<file path="config.mk">
export PLATFORM = sky130hd
export DESIGN_NAME = powlib_ipsaxi_wr
export DESIGN_NICKNAME = d
export VERILOG_FILES = /design/src/rtl/powlib_ipsaxi_wr.sv
export SDC_FILE = /design/constraint.sdc
export NUM_CORES = 1
export LEC_CHECK = 0
export CORE_UTILIZATION = 56
export DETAILED_ROUTE_END_ITERATION = 10
export HOLD_SLACK_MARGIN = 0.1
export PLACE_DENSITY = 0.89
export REMOVE_ABC_BUFFERS = 1
export SYNTH_ARGS = -nofsm -noshare
export SYNTH_HDL_FRONTEND = slang
export SYNTH_SLANG_ARGS = --single-unit
</file>
<file path="constraint.sdc">
create_clock -name clk -period 6.7 [get_ports clk]
set_input_delay 2.01 -clock clk [delete_from_list [all_inputs] [get_ports clk]]
set_output_delay 2.01 -clock clk [all_outputs]
set_load 0.01 [all_outputs]
</file>
<file path="src/rtl/powlib_ipsaxi_wr.sv">
// AXI4 slave write responder: takes one AW burst and its W beats, replays them as a
// per-beat address/data/byte-enable stream, then answers with a single B response.
module powlib_ipsaxi_wr #(
    parameter int B_BPD     = 4,
    parameter int B_AW      = 32,
    parameter int MAX_BURST = 128
) (
    input  logic                 clk,
    input  logic                 rst,
    input  logic [B_AW-1:0]      awaddr,
    input  logic [7:0]           awlen,
    input  logic [2:0]           awsize,
    input  logic [1:0]           awburst,
    input  logic                 awvalid,
    output logic                 awready,
    input  logic [8*B_BPD-1:0]   wdata,
    input  logic [B_BPD-1:0]     wstrb,
    input  logic                 wlast,
    input  logic                 wvalid,
    output logic                 wready,
    output logic [1:0]           bresp,
    output logic                 bvalid,
    input  logic                 bready,
    output logic [B_AW-1:0]      wraddr,
    output logic [8*B_BPD-1:0]   wrdata,
    output logic [B_BPD-1:0]     wrbe,
    output logic                 wrvld,
    input  logic                 wrrdy
);

    typedef enum logic [1:0] {IDLE, DATA, RESP} state_t;

    localparam logic [2:0]      LOG_BPD = 3'($clog2(B_BPD));
    localparam logic [B_AW-1:0] ONE     = {{(B_AW-1){1'b0}}, 1'b1};

    state_t              r_state;
    logic                r_awready;
    logic [B_AW-1:0]     r_addr;
    logic [7:0]          r_len;
    logic [7:0]          r_cnt;
    logic [2:0]          r_size;
    logic [1:0]          r_burst;
    logic                r_decErr;
    logic                r_protErr;
    logic [B_AW-1:0]     r_wraddr;
    logic [8*B_BPD-1:0]  r_wrdata;
    logic [B_BPD-1:0]    r_wrbe;
    logic                r_wrvld;

    logic                w_wready;
    logic                w_bvalid;
    logic                w_awHs;
    logic                w_wHs;
    logic                w_bHs;
    logic                w_awErr;
    logic [B_AW-1:0]     w_awStep;
    logic [B_AW-1:0]     w_step;
    logic [B_AW-1:0]     w_bound;
    logic [B_AW-1:0]     w_incr;
    logic [B_AW-1:0]     w_nextAddr;

    assign w_wready = (r_state == DATA) && (!r_wrvld || wrrdy);
    assign w_bvalid = (r_state == RESP) && !r_wrvld;
    assign w_awHs   = awvalid && r_awready;
    assign w_wHs    = wvalid && w_wready;
    assign w_bHs    = w_bvalid && bready;

    assign awready = r_awready;
    assign wready  = w_wready;
    assign bvalid  = w_bvalid;
    assign bresp   = (r_decErr || r_protErr) ? 2'd2 : 2'd0;
    assign wraddr  = r_wraddr;
    assign wrdata  = r_wrdata;
    assign wrbe    = r_wrbe;
    assign wrvld   = r_wrvld;

    // Burst legality is decided once at AW time; an illegal burst drains its beats silently.
    always_comb begin
        w_awStep = ONE << awsize;
        w_awErr  = 1'b0;
        if (awsize > LOG_BPD)
            w_awErr = 1'b1;
        if (awburst == 2'd3)
            w_awErr = 1'b1;
        if (({1'b0, awlen} + 9'd1) > 9'(MAX_BURST))
            w_awErr = 1'b1;
        if (awburst == 2'd2) begin
            if (!(awlen == 8'd1 || awlen == 8'd3 || awlen == 8'd7 || awlen == 8'd15))
                w_awErr = 1'b1;
            if ((awaddr & (w_awStep - ONE)) != '0)
                w_awErr = 1'b1;
        end
    end

    always_comb begin
        w_step  = ONE << r_size;
        w_bound = (B_AW'(r_len) + ONE) << r_size;
        w_incr  = r_addr + w_step;
        case (r_burst)
            2'd1:    w_nextAddr = w_incr;
            2'd2:    w_nextAddr = (r_addr & ~(w_bound - ONE)) | (w_incr & (w_bound - ONE));
            default: w_nextAddr = r_addr;
        endcase
    end

    // A wlast mismatch only poisons the response; beats of a legally decoded burst still go out.
    always_ff @(posedge clk or negedge rst) begin
        if (!rst) begin
            r_state   <= IDLE;
            r_awready <= 1'b0;
            r_addr    <= '0;
            r_len     <= '0;
            r_cnt     <= '0;
            r_size    <= '0;
            r_burst   <= '0;
            r_decErr  <= 1'b0;
            r_protErr <= 1'b0;
            r_wraddr  <= '0;
            r_wrdata  <= '0;
            r_wrbe    <= '0;
            r_wrvld   <= 1'b0;
        end else begin
            if (r_wrvld && wrrdy)
                r_wrvld <= 1'b0;
            case (r_state)
                IDLE: begin
                    r_awready <= 1'b1;
                    if (w_awHs) begin
                        r_awready <= 1'b0;
                        r_addr    <= awaddr;
                        r_len     <= awlen;
                        r_size    <= awsize;
                        r_burst   <= awburst;
                        r_cnt     <= '0;
                        r_decErr  <= w_awErr;
                        r_state   <= DATA;
                    end
                end
                DATA: begin
                    if (w_wHs) begin
                        if (!r_decErr) begin
                            r_wraddr <= r_addr;
                            r_wrdata <= wdata;
                            r_wrbe   <= wstrb;
                            r_wrvld  <= 1'b1;
                        end
                        if (wlast != (r_cnt == r_len))
                            r_protErr <= 1'b1;
                        r_addr <= w_nextAddr;
                        if (r_cnt == r_len)
                            r_state <= RESP;
                        else
                            r_cnt <= r_cnt + 8'd1;
                    end
                end
                RESP: begin
                    if (w_bHs) begin
                        r_decErr  <= 1'b0;
                        r_protErr <= 1'b0;
                        r_awready <= 1'b1;
                        r_state   <= IDLE;
                    end
                end
                default: r_state <= IDLE;
            endcase
        end
    end

endmodule

</file>
==> out/results.tsv <==
metric	value	unit
synth-edff-count	0	
via_per_inst	6.31	
antenna_left	0	
start_kind	input pin	
crit_slowest_cell	clkdlybuf4s50_1	
final_common_cell	clkdlybuf4s50_1	
final_cell_mix	clkdlybuf4s50_1 (159), dfrtp_1 (127), nand2_1 (85)	
max_slew.worst_pin.slew	1360	ps
placedCellCount	1108	
fin_nets	1054	
yosysSeqAreaShare	42.2	%
cp.arrival	3270	ps
fin_ws	1420	ps
p_per_area	519	mW/mm^2
syn_inst	811	
antenna_found_initial	0	
grt_pass1_wl	36.3	mm
syn_area	0.00754	mm^2
syn2layout_area_growth	30.2	%
yosysWarnings	0	
synthFlopType	dfrtp_1	
track_usage	33.1	%
final_area	0.00981	mm^2
ctsHoldBuffers	0	
drtIter0Drc	788	
first_pass_iters	7	
layout_min_cycle_time	5280	ps
total_power	5100	uW
cts_buffers	17	
dp_hpwl	15.0	mm
post_dp_cell_area	0.00920	mm^2
dieArea	0.0139	mm^2
tns	0	ps
die_w	118	um
nFillCells	884	
ir_drop	0.262	mV
rows	42	
cts_buffer_depth	2	
worstSetupPathType	input pin to output port	
ctsHtreeMaxLevel	4	
max_stage_delay	540	ps
drive_above_1_share	13.3	%
cp.required	4690	ps
wl_per_cell	19.4	um
cts_tree	built	
core	0.0132	mm^2
grt_pass1_vias	7218	
path_cells	clkdlybuf4s50_1 > nand2b_1 > and2_1 > clkdlybuf4s50_1	
p_leak	0.00397	uW
hp-class	flop to flop	
fin_cells	1141	
cts_resized	0	
finalSetupViolCount	0	
cts.sinks	127	
period_share	78.8	%
hold_viol	0	
initial_core_util	57.1	%
crit_fanout	3	
cap_violations	0	
cp-end-kind	output port	
clk_latency	430	ps
grt_overflow	0	
io_pins	162	
clk_pin_slew	60	ps
vias	7200	
cp_common_cell	clkdlybuf4s50_1	
synth.distinct_cells	76	
dp_worst_setup_slack	1430	ps
status	finished clean	
num_antenna_cells	0	
grt_max_degree	67	
chipHeight	118	um
syn_area_per_cell	9.29	um^2
synthArstFlopShare	100	%
ys_seq_elements	127	
fmax	189	MHz
routed_wl	22.1	mm
final_max_slew_viol_count	0	
cts-root-buf	clkbuf_16	
rsz0062_at_grt	no	
portBuffers	160	
post_cts_buffers	0	
fin_skew	12.6	ps
drc	0	
max_slew_margin	8.78	%
place.gp.congestion	0.919	
==> synth_stat cells, types with 6 or more instances <==
cell | count | area (um^2)
o211ai_1 | 12 | 90.1
nand3_1 | 28 | 140
nor2_1 | 78 | 293
nor2b_1 | 6 | 37.5
clkbuf_1 | 32 | 120
o21a_1 | 7 | 52.6
nor3_1 | 21 | 105
inv_1 | 16 | 60.1
mux2_2 | 69 | 777
nand2b_1 | 11 | 68.8
and2_1 | 6 | 37.5
o21ai_0 | 43 | 215
a211oi_1 | 10 | 75.1
xnor2_1 | 15 | 131
and3_1 | 13 | 81.3
o22ai_1 | 7 | 43.8
nor4_1 | 9 | 56.3
a21oi_1 | 56 | 280
xor2_1 | 23 | 201
ha_1 | 13 | 163
dfrtp_1 | 127 | 3180
a21o_1 | 9 | 67.6
buf_2 | 7 | 35.0
nand4_1 | 10 | 62.6
a31oi_1 | 11 | 68.8
nand2_1 | 85 | 319
==> final cells by class <==
cell class	instances	area (um^2)	area share (%)
Clock buffer	17	425	4.34
Multi-Input combinational cell	619	4070	41.5
Timing Repair Buffer	169	1670	17.0
Tap cell	176	220	2.24
Clock inverter	15	176	1.80
Sequential cell	127	3180	32.4
Inverter	18	67.6	0.689
==> power breakdown <==
| group | total (uW) | internal, uW | leakage, uW | switching (uW) |
|---|---|---|---|---|
| Sequential | 1530 | 1120 | 0.00148 | 409 |
| Combinational | 2620 | 1230 | 0.00221 | 1390 |
| Clock | 945 | 559 | 0.000286 | 387 |
| Total | 5100 | 2910 | 0.00397 | 2190 |
==> worst max-delay path, delay by kind of cell <==
| kind | cells | cell delay (ps) |
|---|---|---|
| buffers and inverters | 2 | 980 |
| and+or+nand+nor | 2 | 270 |
==> logic make-up (layout without fill, tap and decap cells) <==
group / after synthesis / count (layout) / share of synthesized area (%)
AOI/OAI and AO/OA: 203 / 203 / 17.4
buffers and inverters: 65 / 219 / 3.90
other: 1 / 1 / 0.0498
adders and majority gates: 14 / 14 / 2.42
DFF: 127 / 127 / 42.2
muxes: 73 / 73 / 10.8
xor gates and xnor gates: 38 / 38 / 4.42
and+or+nand+nor: 290 / 290 / 18.8
==> metrics by stage <==
stage	util [%]	hold slack, ps
floorplan	-	454
global route	74.4	527
detailed placement	69.7	495
finish	74.4	505
CTS	74.3	509
global placement	69.7	481
==> per-layer routing <==
metal	routed length (um)	global-route usage [%]	vias to the layer above
met5	0	0	-
met2	10800	53.6	433
met4	850	16.5	0
met1	8750	41.9	3461
met3	1790	7.07	88
li1	-	-	3218
==> worst paths after layout <==
| check | from | to | slack [ps] | cells after the start |
|---|---|---|---|---|
| worst max-delay path | wrrdy | wready | 1420 | 4 |
| worst min-delay path | r_protErr | r_protErr | 500 | 2 |
| worst max register to register | r_size[2] | flop | 2140 | 12 |
| worst min register to register | r_protErr | r_protErr | 500 | 2 |
| max in group asynchronous | rst | async pin | 4140 | 2 |
| min in group asynchronous | rst | async pin | 1510 | 1 |
(Power assumes the default switching activity.)
